### config.mk
export PLATFORM = sky130hd
export DESIGN_NAME = pc_fetch_unit_flat
export DESIGN_NICKNAME = d
export VERILOG_FILES = /design/src/rtl/pc_fetch_unit_pkg.sv /design/src/rtl/pc_fetch_unit_if.sv /design/src/rtl/pc_fetch_unit_next_mux.sv /design/src/rtl/pc_fetch_unit.sv /design/src/flat_wrapper.sv
export SDC_FILE = /design/constraint.sdc
export NUM_CORES = 1
export LEC_CHECK = 0
export ABC_CLOCK_PERIOD_IN_PS = 2800
export CORE_ASPECT_RATIO = 1.25
export CORE_MARGIN = 1
export CORE_UTILIZATION = 41
export CTS_CLUSTER_DIAMETER = 150
export DETAILED_ROUTE_END_ITERATION = 8
export PLACE_DENSITY = 0.9
export SLEW_MARGIN = 0
export SYNTH_ARGS = -nofsm -noshare
export SYNTH_HDL_FRONTEND = slang
export SYNTH_SLANG_ARGS = --single-unit
### constraint.sdc
create_clock -name clk -period 2.8 [get_ports clk]
set_input_delay 0.56 -clock clk [delete_from_list [all_inputs] [get_ports clk]]
set_output_delay 0.56 -clock clk [all_outputs]
set_load 0.03 [all_outputs]
### src/rtl/pc_fetch_unit_pkg.sv
// pc_fetch_unit_pkg: shared constants for the PC / fetch front end.
//   PCSEL_* : redirect codes produced by the branch/jump select logic
//   RESET_PC_DEF : default first fetch address (BIOS base)
//   fetch_state_e : fetch FSM encodings
package pc_fetch_unit_pkg;
  localparam int          XLEN_DEF     = 32;
  localparam logic [31:0] RESET_PC_DEF = 32'h4000_0000;

  localparam logic [1:0] PCSEL_PC4 = 2'b00;
  localparam logic [1:0] PCSEL_JAL = 2'b01;
  localparam logic [1:0] PCSEL_BR  = 2'b10;

  typedef enum logic {
    BOOT = 1'b0,
    RUN  = 1'b1
  } fetch_state_e;
endpackage

### src/rtl/pc_fetch_unit_if.sv
// pc_fetch_if: redirect inputs and fetch/IF-ID outputs of the fetch unit.
//   master : the fetch unit (drives imem_addr/imem_en/pc_if/pc_id/valid_id/kill_id)
//   slave  : the core / memory side (drives pc_sel, targets, stall)
interface pc_fetch_if #(parameter int XLEN = 32);
  logic [1:0]      pc_sel;
  logic [XLEN-1:0] jal_target;
  logic [XLEN-1:0] br_jalr_target;
  logic            stall;
  logic [XLEN-1:0] imem_addr;
  logic            imem_en;
  logic [XLEN-1:0] pc_if;
  logic [XLEN-1:0] pc_id;
  logic            valid_id;
  logic            kill_id;

  modport master (
    input  pc_sel, jal_target, br_jalr_target, stall,
    output imem_addr, imem_en, pc_if, pc_id, valid_id, kill_id
  );
  modport slave (
    output pc_sel, jal_target, br_jalr_target, stall,
    input  imem_addr, imem_en, pc_if, pc_id, valid_id, kill_id
  );
endinterface

### src/rtl/pc_fetch_unit_next_mux.sv
// pc_next_mux: combinational next fetch address.
//   pc_sel, jal_target, br_jalr_target, stall, pc_if in; next_pc out.
//   Any redirect beats stall; PC+4 wraps modulo 2^XLEN.
module pc_next_mux import pc_fetch_unit_pkg::*; #(
  parameter int XLEN = 32
) (
  input  logic [1:0]      pc_sel,
  input  logic [XLEN-1:0] pc_if,
  input  logic [XLEN-1:0] jal_target,
  input  logic [XLEN-1:0] br_jalr_target,
  input  logic            stall,
  output logic [XLEN-1:0] next_pc
);
  localparam logic [XLEN-1:0] FOUR = {{(XLEN-3){1'b0}}, 3'b100};

  always_comb begin
    next_pc = pc_if + FOUR;
    // Bit 1 alone selects EX target, so the illegal 11 code acts as 10.
    if (pc_sel[1])                next_pc = {br_jalr_target[XLEN-1:1], 1'b0};
    else if (pc_sel == PCSEL_JAL) next_pc = jal_target;
    else if (stall)               next_pc = pc_if;
  end
endmodule

### src/rtl/pc_fetch_unit.sv
// pc_fetch_unit: program counter, fetch request and IF->ID register.
//   clk, rst_n (async, active low)
//   fif (pc_fetch_if.master): pc_sel/targets/stall in; imem_addr, imem_en,
//     pc_if, pc_id, valid_id, kill_id out
//   redirect_cnt: only when PC_REDIRECT_CNT_EN is defined; saturating count
//     of RUN edges with a redirect.
module pc_fetch_unit import pc_fetch_unit_pkg::*; #(
  parameter int              XLEN     = XLEN_DEF,
  parameter logic [XLEN-1:0] RESET_PC = XLEN'(RESET_PC_DEF)
) (
  input  logic     clk,
  input  logic     rst_n,
  pc_fetch_if.master fif
`ifdef PC_REDIRECT_CNT_EN
  ,
  output logic [31:0] redirect_cnt
`endif
);
  fetch_state_e    state, state_nxt;
  logic [XLEN-1:0] pc_if_q, pc_id_q, next_pc;
  logic            valid_id_q;
  logic            redirect;

  assign redirect = (fif.pc_sel != PCSEL_PC4);

  pc_next_mux #(.XLEN(XLEN)) u_mux (
    .pc_sel         (fif.pc_sel),
    .pc_if          (pc_if_q),
    .jal_target     (fif.jal_target),
    .br_jalr_target (fif.br_jalr_target),
    .stall          (fif.stall),
    .next_pc        (next_pc)
  );

  always_ff @(posedge clk or negedge rst_n) begin
    if (!rst_n) state <= BOOT;
    else        state <= state_nxt;
  end

  always_comb begin
    state_nxt     = state;
    fif.imem_addr = RESET_PC;
    fif.kill_id   = 1'b0;
    case (state)
      BOOT: state_nxt = RUN;
      RUN: begin
        fif.imem_addr = next_pc;
        // EX redirect: the ID word is wrong-path too, bubble it now.
        fif.kill_id   = fif.pc_sel[1];
      end
      default: state_nxt = BOOT;
    endcase
  end

  // Fetch is on in both states; only reset itself silences memory.
  assign fif.imem_en = rst_n;

  always_ff @(posedge clk or negedge rst_n) begin
    if (!rst_n) begin
      pc_if_q    <= RESET_PC;
      pc_id_q    <= '0;
      valid_id_q <= 1'b0;
    end else if (state == BOOT) begin
      pc_if_q    <= RESET_PC;
      valid_id_q <= 1'b0;
    end else begin
      pc_if_q <= next_pc;
      if (redirect) begin
        // Word arriving for pc_if is wrong-path: move it in as a dead slot.
        pc_id_q    <= pc_if_q;
        valid_id_q <= 1'b0;
      end else if (!fif.stall) begin
        pc_id_q    <= pc_if_q;
        valid_id_q <= 1'b1;
      end
    end
  end

  assign fif.pc_if    = pc_if_q;
  assign fif.pc_id    = pc_id_q;
  assign fif.valid_id = valid_id_q;

`ifdef PC_REDIRECT_CNT_EN
  always_ff @(posedge clk or negedge rst_n) begin
    if (!rst_n)
      redirect_cnt <= '0;
    else if (state == RUN && redirect && redirect_cnt != 32'hFFFF_FFFF)
      redirect_cnt <= redirect_cnt + 32'd1;
  end
`endif
endmodule

### src/flat_wrapper.sv
// flat-port wrapper written by rule: the top's interface ports become plain ports
module pc_fetch_unit_flat import pc_fetch_unit_pkg::*;
#(
  parameter int              XLEN     = XLEN_DEF,
  parameter logic [XLEN-1:0] RESET_PC = XLEN'(RESET_PC_DEF)
)
  (clk, rst_n, fif_pc_sel, fif_jal_target, fif_br_jalr_target, fif_stall, fif_imem_addr, fif_imem_en, fif_pc_if, fif_pc_id, fif_valid_id, fif_kill_id);
  pc_fetch_if #(.XLEN(XLEN)) fif_i ();
  input  logic clk;
  input  logic rst_n;
  input wire logic [$bits(fif_i.pc_sel)-1:0] fif_pc_sel;
  input wire logic [$bits(fif_i.jal_target)-1:0] fif_jal_target;
  input wire logic [$bits(fif_i.br_jalr_target)-1:0] fif_br_jalr_target;
  input wire logic [$bits(fif_i.stall)-1:0] fif_stall;
  output wire logic [$bits(fif_i.imem_addr)-1:0] fif_imem_addr;
  output wire logic [$bits(fif_i.imem_en)-1:0] fif_imem_en;
  output wire logic [$bits(fif_i.pc_if)-1:0] fif_pc_if;
  output wire logic [$bits(fif_i.pc_id)-1:0] fif_pc_id;
  output wire logic [$bits(fif_i.valid_id)-1:0] fif_valid_id;
  output wire logic [$bits(fif_i.kill_id)-1:0] fif_kill_id;
  assign fif_i.pc_sel = fif_pc_sel;
  assign fif_i.jal_target = fif_jal_target;
  assign fif_i.br_jalr_target = fif_br_jalr_target;
  assign fif_i.stall = fif_stall;
  assign fif_imem_addr = fif_i.imem_addr;
  assign fif_imem_en = fif_i.imem_en;
  assign fif_pc_if = fif_i.pc_if;
  assign fif_pc_id = fif_i.pc_id;
  assign fif_valid_id = fif_i.valid_id;
  assign fif_kill_id = fif_i.kill_id;
  pc_fetch_unit #(.XLEN(XLEN), .RESET_PC(RESET_PC)) u_core (.clk(clk), .rst_n(rst_n), .fif(fif_i));
endmodule
==> flow_summary.toml <==
[yosys]
yosys_warnings = 0
synth_area_um2 = 3450
syn_nets = 411
yosysTopAreaCell = "dfrtp_1"
yosysTopAreaCellShare_pct = 47.1
async_reset_ff_share_pct = 100
ys_seq_area_share_pct = 47.9
synthCells = 341
yosysUniqueCellTypes = 49
synth-main-ff-cell = "dfrtp_1"
avgSynthCellArea_um2 = 10.1
synth.ff_latch_count = 66
synth_edf_count = 0
ys_top_cells_by_area = "dfrtp_1 47%, mux2_2 10%, nand2_1 5.2%, o21ai_0 4.6%, xor2_1 4.3%"

[clock_network]
htree_num_levels = 3
clkLatencyLatePin_ns = 0.35
cts_hold_buf = 0
clockBufferDepth = 2
clkSinkCount = 66
cts_tree = "built"
cts.reportedPaths.clkPinSlew_ns = 0.07
root_buffer = "clkbuf_8"
cts_buffers = 9

[critical_path]
start_kind = "register"
timing.rr.start = "u_core.fif.pc_if[2]$_DFF_PN0_"
cpPeakStageDelay_ns = 0.45
crit_slowest_cell = "dfrtp_2"
end_kind = "output pin"
crit_fanout = 5
r2r_end = "u_core.fif.pc_if[18]$_DFF_PN0_"
cp.arrival_ns = 2.28
rr_worst_depth = 8
crit_path_start = "u_core.fif.pc_if[14]$_DFF_PN0_"
criticalPathCategory = "register to output pin"
cp_cell_sequence = "nand3_4 -> nor4_4 -> nand3_1 -> xor2_1 -> o311ai_2 -> buf_4"
reg2reg_slack_ns = 0.87
required_ns = 2.24

[finish]
postLayoutCoreUtil_pct = 71.8
postLayoutCellArea_um2 = 5880
nets = 626
layout_common_cells = "131 x clkdlybuf4s50_1, 84 x buf_4, 50 x dfrtp_1"
area_growth_pct = 70.4
diodes = 0
final_common_cell = "clkdlybuf4s50_1"
drive_gt1_share_pct = 33.8

[floorplan]
start_util_pct = 42.1
die-area_um2 = 8790
die_h_um = 105
row_count = 37
io_pins = 168
core_um2 = 8190
die_x_um = 84.1

[sta]
min_period_ns = 2.84
fmax_mhz = 353
drv_slew = 0
hold_violations = 0
setup_viol = 1
rsz0062_at_grt = "true"
period_share_pct = 101
fin_ws_ns = -0.0366
worst_pin_slew_ns = 0.840
slew_headroom_pct = 44.0
setup_tns_ns = -0.0366
finalClockSkew_ns = 0.00874

[grt]
grt_use_total_pct = 26.8
grt_max_degree = 67
grt_remaining_overflow = 0
first_global_vias = 3707
antenna_found_initial = 0
grt_pass1_wl_mm = 18.2

[power_and_ir_drop]
ir_worst_vdd_mv = 0.361
leakagePower_nw = 2.61
finalPower_mw = 2.81
pwr_density_cell_nw_per_um2 = 478

[routing]
wirelength_mm = 11.9
routed_via_density = 5.46
drtIter0Drc = 202
ant_nets = 0
drc = 24
detail_route.first_pass.iterations = 6
post_drt_wl_per_cell_um = 18.1
vias = 3588

[place]
postPlaceCellArea_um2 = 5370
gp_congestion = 0.826
dp_hpwl_mm = 8.37
place.port_buffers = 166
pre_cts_slack_ns = -0.282

[worst_hold_path]
holdCritPathClass = "input pin to asynchronous set/reset pin"

[status]
violations = "design-rule violations, negative setup slack"
status = "complete, but fails checks"

[job]
maxCapViolCount = 0
cell type report:
cell class | instances | area, µm²
Multi-Input combinational cell | 249 | 1830
Timing Repair Buffer | 224 | 2040
Tap cell | 97 | 121
Sequential cell | 66 | 1670
Clock inverter | 2 | 10.0
Inverter | 6 | 25.0
Clock buffer | 13 | 179
Fill cell | 580 | 2310
routing by layer:
metal / vias up / wire (µm) / track usage, %
li1: 1646 / - / -
met1: 1735 / 4440 / 29.2
met2: 171 / 6220 / 48.0
met3: 36 / 841 / 7.11
met4: 0 / 389 / 12.6
met5: - / 0 / 0
worst max-delay path: cells and delay by family, from the launching register on:
family                    cells  cell delay, ns
and+or+nand+nor               3            0.72
AOI/OAI and AO/OA             1            0.33
buffers and inverters         1            0.23
DFF                           1            0.45
xor gates and xnor gates      1            0.20
synth_stat cells (2+ instances only):
library cell  count
nand4_1          11
nor3_1            6
nor2_1           15
xor2_1           17
xnor2_1           6
clkbuf_1         14
mux2i_1           4
a21oi_1          12
or3_1             6
dfrtp_1          65
nand4b_1          2
nand2_1          48
nor4_4            2
nor2b_1           2
nand3_1          10
nand3b_1          2
and3_1            6
inv_1             6
a21boi_0          2
mux2_2           32
buf_6             2
buf_1             3
and2_1            4
o211a_1           2
o211ai_1          7
o21ai_0          32
kinds of logic after synthesis:
group | synth area share [%]
other | 0.109
buffers and inverters | 3.37
DFF | 47.9
muxes | 11.6
adders and majority gates | 0.362
and+or+nand+nor | 19.2
xor gates and xnor gates | 5.84
AOI/OAI and AO/OA | 11.6
worst max path at each step:
stage | end | cells past startpoint
detailed placement | fif_imem_addr[18] | 7
finish | fif_imem_addr[30] | 6
global placement | fif_imem_addr[16] | 7
CTS | fif_imem_addr[22] | 7
floorplan | fif_imem_addr[31] | 6
global route | fif_imem_addr[30] | 6
per-stage QoR:
| step | std cells | hold WS, ns |
|---|---|---|
| after floorplan | 341 | 0.264 |
| after global placement | 618 | 0.489 |
| after detailed placement | 618 | 0.495 |
| after CTS | 641 | 0.511 |
| after global routing | 657 | 0.524 |
| final | 657 | 0.467 |
state kept, by name, summed over array words and instances (netlist names):
register / cells
u_core.fif.pc_id: 32
u_core.fif.pc_if: 32
u_core.fif.valid_id: 1
u_core.state: 1
what timing repair did:
item / in CTS / in global routing
setup endpoints to repair: 23 / 21
gates resized for setup: 29 / 21
buffers inserted: 8 / 18
pin swaps: 12 / 23
report_power, final:
group | leakage (nW) | internal (mW) | switching [mW]
combinational | 1.67 | 0.424 | 0.484
clock | 0.101 | 0.411 | 0.371
sequential | 0.836 | 1.04 | 0.0770
total | 2.61 | 1.88 | 0.932
(Power assumes the default switching activity.)
